File: config.mk
export PLATFORM = sky130hd
export DESIGN_NAME = led_pwm_port
export DESIGN_NICKNAME = d
export VERILOG_FILES = /design/src/rtl/led_pwm_pkg.sv /design/src/rtl/led_pwm_channel.sv /design/src/rtl/led_pwm_port.sv
export SDC_FILE = /design/constraint.sdc
export NUM_CORES = 1
export LEC_CHECK = 0
export CAP_MARGIN = 20
export CORE_MARGIN = 2
export CORE_UTILIZATION = 25
export DETAILED_ROUTE_END_ITERATION = 8
export GPL_ROUTABILITY_DRIVEN = 0
export PLACE_DENSITY_LB_ADDON = 0.25
export SETUP_SLACK_MARGIN = 0.3
export SYNTH_ARGS = -nofsm -noshare
export SYNTH_HDL_FRONTEND = slang
export SYNTH_HIERARCHICAL = 1
export SYNTH_SLANG_ARGS = --single-unit
export TNS_END_PERCENT = 50
File: constraint.sdc
create_clock -name sys_clk -period 3.3 [get_ports sys_clk]
set_input_delay 0.33 -clock sys_clk [delete_from_list [all_inputs] [get_ports sys_clk]]
set_output_delay 0.33 -clock sys_clk [all_outputs]
set_load 0.02 [all_outputs]
File: src/rtl/led_pwm_pkg.sv
// led_pwm_pkg: shared constants for the memory-mapped PWM LED peripheral.
// Holds the register offsets, the CTRL bit positions and the window size.
package led_pwm_pkg;

   // Size of the register window in bytes.
   localparam int WINDOW_SIZE = 16;

   // Register offsets inside the window.
   localparam logic [3:0] REG_CTRL     = 4'd0;
   localparam logic [3:0] REG_PRESCALE = 4'd1;
   localparam logic [3:0] REG_DUTY0    = 4'd2;

   // CTRL bit positions.
   localparam int CTRL_EN        = 0;
   localparam int CTRL_INV       = 1;
   localparam int CTRL_FADE_DONE = 2;

   // Offset of the DUTY register for a given channel.
   function automatic logic [3:0] duty_offset(input int ch);
      return 4'(int'(REG_DUTY0) + ch);
   endfunction

endpackage

File: src/rtl/led_pwm_channel.sv
// led_pwm_channel: one LED channel. Keeps the duty shadow that is only
// updated at period starts, optionally fades it one step per period, and
// produces the registered compare/invert LED drive.
// Optional build macro: LED_PWM_FADE_EN (shadow steps toward the target).
module led_pwm_channel #(
   parameter int DUTY_W = 8
) (
   input  logic              clk,
   input  logic              srst,
   input  logic [DUTY_W-1:0] duty,
   input  logic [DUTY_W-1:0] pwm_cnt,
   input  logic              period_start,
   input  logic              en,
   input  logic              inv,
   output logic              led,
   output logic              done
);

   logic [DUTY_W-1:0] shadow_reg;
   logic              led_reg;

`ifdef LED_PWM_FADE_EN
   logic en_d_reg;

   // Remember EN so the enable-edge load restarts the fade from zero.
   always_ff @(posedge clk) begin
      if (srst) en_d_reg <= 1'b0;
      else      en_d_reg <= en;
   end

   // At each period start move the shadow one step toward the target.
   always_ff @(posedge clk) begin
      if (srst) begin
         shadow_reg <= '0;
      end else if (period_start) begin
         if (en && !en_d_reg)        shadow_reg <= '0;
         else if (shadow_reg < duty) shadow_reg <= shadow_reg + 1'b1;
         else if (shadow_reg > duty) shadow_reg <= shadow_reg - 1'b1;
      end
   end

   assign done = (shadow_reg == duty);
`else
   // Shadow takes the target duty only at period starts (glitch-free update).
   always_ff @(posedge clk) begin
      if (srst)              shadow_reg <= '0;
      else if (period_start) shadow_reg <= duty;
   end

   assign done = 1'b0;
`endif

   // Registered LED drive: compare against the shadow, then apply polarity.
   always_ff @(posedge clk) begin
      if (srst)    led_reg <= 1'b0;
      else if (en) led_reg <= (pwm_cnt < shadow_reg) ^ inv;
      else         led_reg <= inv;
   end

   assign led = led_reg;

endmodule

File: src/rtl/led_pwm_port.sv
// led_pwm_port: multi-channel PWM LED peripheral on the 6502 bus.
// Decodes a 16-byte window, holds CTRL/PRESCALE/DUTY registers, runs the
// prescaler and PWM counter, and feeds one led_pwm_channel per LED.
// Read data is registered (one-cycle latency, like synchronous RAM).
// Optional build macro: LED_PWM_FADE_EN (handled in led_pwm_channel).
module led_pwm_port #(
   parameter int          NUM_CH     = 4,
   parameter logic [15:0] BASE_ADDR  = 16'hD000,
   parameter int          DUTY_W     = 8,
   parameter int          PRESCALE_W = 8
) (
   input  logic              sys_clk,
   input  logic              reset,
   input  logic [15:0]       ab,
   input  logic [7:0]        db_in,
   input  logic              we,
   output logic [7:0]        rd_data,
   output logic              rd_hit,
   output logic [NUM_CH-1:0] leds
);

   import led_pwm_pkg::*;

   localparam int OFF_W = $clog2(WINDOW_SIZE);

   logic                  hit;
   logic [OFF_W-1:0]      off;
   logic                  wr;

   logic                  ctrl_en_reg;
   logic                  ctrl_inv_reg;
   logic [PRESCALE_W-1:0] prescale_reg;
   logic [DUTY_W-1:0]     duty_reg [NUM_CH];

   logic [PRESCALE_W-1:0] pre_cnt_reg;
   logic [DUTY_W-1:0]     pwm_cnt_reg;
   logic                  en_d_reg;
   logic                  tick;
   logic                  period_start;

   logic [NUM_CH-1:0]     done_vec;
   logic [7:0]            rd_next;
   logic [7:0]            rd_data_reg;
   logic                  rd_hit_reg;

   assign hit = (ab[15:OFF_W] == BASE_ADDR[15:OFF_W]);
   assign off = ab[OFF_W-1:0];
   assign wr  = hit && we;

   // Register file: the addressed register takes the bus data on a write hit.
   always_ff @(posedge sys_clk) begin
      if (reset) begin
         ctrl_en_reg  <= 1'b0;
         ctrl_inv_reg <= 1'b0;
         prescale_reg <= '0;
         for (int i = 0; i < NUM_CH; i++) duty_reg[i] <= '0;
      end else if (wr) begin
         if (off == REG_CTRL) begin
            ctrl_en_reg  <= db_in[CTRL_EN];
            ctrl_inv_reg <= db_in[CTRL_INV];
         end
         if (off == REG_PRESCALE) prescale_reg <= PRESCALE_W'(db_in);
         for (int i = 0; i < NUM_CH; i++) begin
            if (off == duty_offset(i)) duty_reg[i] <= DUTY_W'(db_in);
         end
      end
   end

   // >= rather than == so a smaller PRESCALE written mid-count acts at once.
   assign tick = ctrl_en_reg && (pre_cnt_reg >= prescale_reg);

   // Prescaler and PWM counter; both held at zero while disabled.
   always_ff @(posedge sys_clk) begin
      if (reset || !ctrl_en_reg) begin
         pre_cnt_reg <= '0;
         pwm_cnt_reg <= '0;
      end else begin
         pre_cnt_reg <= tick ? '0 : pre_cnt_reg + 1'b1;
         if (tick) pwm_cnt_reg <= pwm_cnt_reg + 1'b1;
      end
   end

   // Delayed EN, used to spot the first enabled cycle.
   always_ff @(posedge sys_clk) begin
      if (reset) en_d_reg <= 1'b0;
      else       en_d_reg <= ctrl_en_reg;
   end

   // Shadows load when the counter wraps to 0, and on the first enabled cycle.
   assign period_start = (tick && (pwm_cnt_reg == '1)) ||
                         (ctrl_en_reg && !en_d_reg);

   generate
      for (genvar gi = 0; gi < NUM_CH; gi++) begin : g_ch
         led_pwm_channel #(
            .DUTY_W (DUTY_W)
         ) u_ch (
            .clk          (sys_clk),
            .srst         (reset),
            .duty         (duty_reg[gi]),
            .pwm_cnt      (pwm_cnt_reg),
            .period_start (period_start),
            .en           (ctrl_en_reg),
            .inv          (ctrl_inv_reg),
            .led          (leds[gi]),
            .done         (done_vec[gi])
         );
      end
   endgenerate

   // Read mux from the current address; unmapped offsets read zero.
   always_comb begin
      rd_next = '0;
      if (hit) begin
         if (off == REG_CTRL) begin
            rd_next[CTRL_EN]        = ctrl_en_reg;
            rd_next[CTRL_INV]       = ctrl_inv_reg;
            rd_next[CTRL_FADE_DONE] = &done_vec;
         end else if (off == REG_PRESCALE) begin
            rd_next = 8'(prescale_reg);
         end else begin
            for (int i = 0; i < NUM_CH; i++) begin
               if (off == duty_offset(i)) rd_next = 8'(duty_reg[i]);
            end
         end
      end
   end

   // Registered read port; a same-cycle write still returns the old value.
   always_ff @(posedge sys_clk) begin
      if (reset) begin
         rd_data_reg <= '0;
         rd_hit_reg  <= 1'b0;
      end else begin
         rd_data_reg <= rd_next;
         rd_hit_reg  <= hit && !we;
      end
   end

   assign rd_data = rd_data_reg;
   assign rd_hit  = rd_hit_reg;

endmodule

==> metrics.txt, run 1 <==
CTS Buf Count 9; TNS Setup 0 ns; maximum vdd drop 0.258 mV; total wire length 14100 µm; post-synthesis sequential area ratio 44.7%; final hold violation count 0; headroom to the max-slew limit 50.3%; met2 wire len 6720 µm; core area 21100 µm²; post-synthesis register bit count 104; Worst-Skew Late Latency 0.35 ns; I/O pin count 40; remaining global-route overflow 0; Syn Area/Cell 9.88 µm²; htree depth 3; CTS Buffer Depth 2; critical path arrival 2.97 ns; Static Leak 2.18 nW; drt wl/cell 16.3 µm; Detail Placement HPWL 10800 µm; crit path time final 2.74 ns; Sinks on Clock Net 104; vias in the first global route 4056; share of layout cells above drive strength 1 8.28%; RSZ-0062 raised after global routing false; Tightest Pin Transition 0.744 ns; Layout area overhead 18.6%; Synth cell types 57; TritonCTS clock tree yes; commonest non-fill, non-tap cell in the layout dfxtp_1; post-layout util 30.2%; syn_nets 609; most frequent cells in the layout dfxtp_1, nor2_1, mux2i_1; Remaining DRCs 0; routed wl met3 527 µm; Yosys top cell by area dfxtp_1; CP max-delay cell o221ai_2; fillcell total 2223; Final nets 652; Critical Path Start Type flop; chip width 151 µm; Antenna Cells 0; FFs w/ async S/R, synth 0%; Setup Skew 0.00948 ns; YS warnings 6; Post-Route M1 WL 6660 µm; pin count of the biggest net entering global routing 33; uppermost layer routed met4; die area 22700 µm²; first-pass GRT wire length 22300 µm; MaxCap Viol Count 0; final setup fails 0; Peak Freq 0.365 GHz; clock-pin slew on the worst setup and hold paths 0.07 ns; Post-CTS Hold Fix Bufs 0; Main synth FF type dfxtp_1; first-pass detailed-route iteration total 4; via count 4033; clk root buf clkbuf_16; pwr dens 391 nW/µm²; Worst Path Max Fanout 32; post-synth top area share 26.8%; port bufs 39; post-CTS setup buffer count 0; WS Path Type flop to flop; Critical Path RT 3.53 ns; top cells by area, synth dfxtp_1, edfxtp_1, ha_1; mapped cell area 5380 µm²; Setup crit end kind flop; die height 151 µm; Gate Count Post-Synth 544; post-CTS sizing 0; Final period util 82.9%; Placement Rows 53; drt initial violations 207; initial antenna violation count 0; max-slew violation count 0; crit-path max cell delay 0.41 ns; overall routing resource usage 13.1%; crit path cell chain inv_1, ha_1, nand2_1, or3_4, o221ai_2, nand2_1, o22ai_4, buf_12, mux2i_1, nor2_1; status finished, final reports clean; CP most frequent cell nand2_1; worst hold path class input port to flop; initial core utilization 25.5%; EDFF count, synth 32; Routed Antenna Nets 0; drt via density 4.65
==> synthesized netlist by cell type (7+ instances only) <==
library cell   n
mux2i_1       43
and2_1        33
o21ai_0       15
ha_1          38
nand2b_1      12
nand2_1       34
nand4_1        7
nand3_1       11
nor2_1        62
dfxtp_1       72
inv_1         41
a21oi_1       20
edfxtp_1      32
==> final cells by class <==
cell class,count,area (µm²),share of cell area (%)
multi-input combinational,379,2710,42.4
sequential,104,2400,37.7
timing repair buffer,52,495,7.77
tap,275,344,5.40
clock buffer,11,233,3.65
inverter,41,154,2.41
clock inverter,5,40.0,0.628
==> per-layer routing <==
| metal | up-vias | track usage, % |
|---|---|---|
| li1 | 2004 | - |
| met1 | 1920 | 17.0 |
| met2 | 91 | 21.9 |
| met3 | 18 | 2.97 |
| met4 | 0 | 3.22 |
| met5 | - | 0 |
==> stage by stage <==
step | setup slack [ns] | cell area, µm² | power, mW | cells | hold slack, ns
global placement | 0.723 | 6100 | 1.50 | 851 | 0.469
finish | 0.564 | 6370 | 2.49 | 867 | 0.483
CTS | 0.555 | 6370 | 2.53 | 867 | 0.462
detailed placement | 0.606 | 6100 | 1.50 | 851 | 0.479
global route | 0.397 | 6370 | 2.58 | 867 | 0.471
floorplan | 0.941 | 5380 | 1.43 | 544 | 0.402
==> worst paths after layout <==
check / from / end / slack, ns / cells after the start
setup / recovery: prescale_reg[5] / g_ch[1].u_ch/shadow_reg[7] / 0.56 / 10
hold / removal: reset / duty_reg[2][2] / 0.48 / 2
setup reg to reg: prescale_reg[5] / g_ch[1].u_ch/shadow_reg[7] / 0.56 / 10
hold reg to reg: prescale_reg[3] / prescale_reg[3] / 0.48 / 2
==> logic make-up (layout without fill, tap and decap cells) <==
logic type | count (synthesis) | after routing | synth area share (%)
simple gates | 201 | 201 | 19.7
flops | 104 | 104 | 44.7
compound gates | 85 | 85 | 11.8
buf+inv | 61 | 109 | 5.24
mux | 44 | 44 | 8.22
fa+ha+maj | 38 | 38 | 8.85
xor+xnor | 7 | 7 | 1.14
other cells | 4 | 4 | 0.279
==> critical path, delay by kind of cell (launching register included) <==
family | cells | cell delay, ns
compound gates | 2 | 0.60
fa+ha+maj | 1 | 0.30
buf+inv | 2 | 0.34
flops | 1 | 0.39
mux | 1 | 0.24
simple gates | 4 | 0.71
==> power breakdown <==
| part | switching [mW] | internal (mW) | leakage (nW) |
|---|---|---|---|
| clock network | 0.501 | 0.523 | 0.137 |
| logic | 0.0646 | 0.0518 | 1.16 |
| registers | 0.0162 | 1.33 | 0.883 |
| total | 0.582 | 1.91 | 2.18 |
Power figures use the tool's default switching activity.
==> inputs of run 2 (changes only) <==
clock period = 2.2 ns   (was 3.3 ns; I/O delays follow)
==> run 2 against run 1 <==
The run now ends with negative setup slack left. Register-to-register slack worse by 0.67 ns. Flip-flop and latch count unchanged. Worst hold slack got worse by 0.14 ns. Largest power group unchanged. Highest routed layer unchanged. Via count is 5.8% higher. Sequential share of layout area down 3.2 points. Non-clock buffer count is 54 higher. Clock skew is 0.0051 ns lower.
==> metrics.txt, run 2 (synthesis results as in run 1) <==
Worst-Skew Late Latency 0.35 ns; RSZ-0062 raised after global routing true; crit path time final 2.31 ns; max-slew violation count 0; share of layout cells above drive strength 1 20.3%; core area 21100 µm²; drt wl/cell 15.9 µm; drt via density 4.63; Pwr Total 3.71 mW; Static Leak 2.52 nW; Critical Path Start Type flop; overall routing resource usage 13.3%; Layout area overhead 30.2%; Setup crit end kind flop; initial core utilization 25.5%; drt initial violations 216; first-pass detailed-route iteration total 5; chip width 151 µm; die height 151 µm; Post-CTS Hold Fix Bufs 0; most frequent cells in the layout nor2_1, dfxtp_1, buf_4; first-pass GRT wire length 22700 µm; pin count of the biggest net entering global routing 22; TritonCTS clock tree yes; maximum vdd drop 0.365 mV; Peak Freq 0.433 GHz; setup ws final -0.110 ns; WS Path Type flop to flop; htree depth 3; critical path arrival 2.55 ns; Worst Path Max Fanout 8; final hold violation count 0; post-layout util 33.2%; Final nets 706; initial antenna violation count 0; CTS Buf Count 9; worst hold path class input port to flop; headroom to the max-slew limit 58.5%; die area 22700 µm²; Sinks on Clock Net 104; status finished, violations left; Placement Rows 53; Antenna Cells 0; remaining global-route overflow 0; clock-pin slew on the worst setup and hold paths 0.07 ns; CTS Buffer Depth 2; vias in the first global route 4168; Final period util 105%; total wire length 14700 µm; R2R Setup Slk -0.11 ns; MaxCap Viol Count 0; Routed Antenna Nets 0; pwr dens 530 nW/µm²; commonest non-fill, non-tap cell in the layout nor2_1; Detail Placement HPWL 11300 µm; clk root buf clkbuf_16; via count 4266; I/O pin count 40; final setup fails 32; Critical Path RT 2.44 ns; Remaining DRCs 0; port bufs 39; Setup Skew 0.00436 ns; failing checks negative setup slack; Tightest Pin Transition 0.621 ns
[run 2: per-stage QoR]
step	setup TNS (ns)	hold slack (ns)	cell area, µm²	std cells	setup slack (ns)
global route	-6.23	0.356	7000	921	-0.225
detailed placement	-0.346	0.484	6470	893	-0.0397
CTS	-0.104	0.327	6890	919	-0.0133
floorplan	0	0.292	5440	544	0.0321
global placement	0	0.474	6470	893	0.00370
finish	-2.40	0.343	7000	921	-0.110
[run 2: critical path, stage by stage (launching register included)]
cell      delay, ns
dfxtp_2        0.33
inv_2          0.05
ha_4           0.26
nand2_1        0.04
or3_4          0.38
o221ai_4       0.22
nand2_2        0.11
o22ai_4        0.26
buf_6          0.15
buf_12         0.12
mux2i_2        0.21
nor2_1         0.06
[run 2: metal layers]
metal  track usage, %  vias to the layer above  wire length [µm]
met5                0                        -                 0
met4             4.21                        0               329
met3             2.88                       21               468
met2             20.9                       88              6610
met1             18.2                     2043              7250
li1                 -                     2114                 -
[run 2: final timing paths]
path / from / endpoint / cells past startpoint
setup / recovery: prescale_reg[5] / g_ch[0].u_ch/shadow_reg[0] / 11
hold / removal: reset / g_ch[3].u_ch/shadow_reg[7] / 2
setup reg to reg: prescale_reg[5] / g_ch[0].u_ch/shadow_reg[0] / 11
hold reg to reg: g_ch[0].u_ch/shadow_reg[4] / g_ch[0].u_ch/shadow_reg[4] / 2
[run 2: cell type report]
cell class	instances	area (µm²)
fill	2150	14100
multi-input combinational	379	2840
sequential	104	2420
timing repair buffer	106	983
tap	275	344
clock buffer	14	254
inverter	41	154
clock inverter	2	8.76
[run 2: what timing repair did]
| action | 4_1_cts | 5_1_grt |
|---|---|---|
| setup buffers | 9 | 2 |
| pin swaps | 12 | 19 |
| gates cloned | 1 | 0 |
| resized for setup | 16 | 24 |
| setup endpoints to repair | 47 | 47 |
[run 2: report_power, final]
group	leakage, nW	internal, mW	switching [mW]	total (mW)
clock	0.132	0.796	0.696	1.49
sequential	0.889	2.00	0.0265	2.03
combinational	1.50	0.0862	0.102	0.188
==> inputs of run 3 (changes only) <==
CTS_CLUSTER_SIZE = 28   (was default)
==> results of run 3 <==
Same layout as run 2: the final DEF is identical, and so are final timing and power.
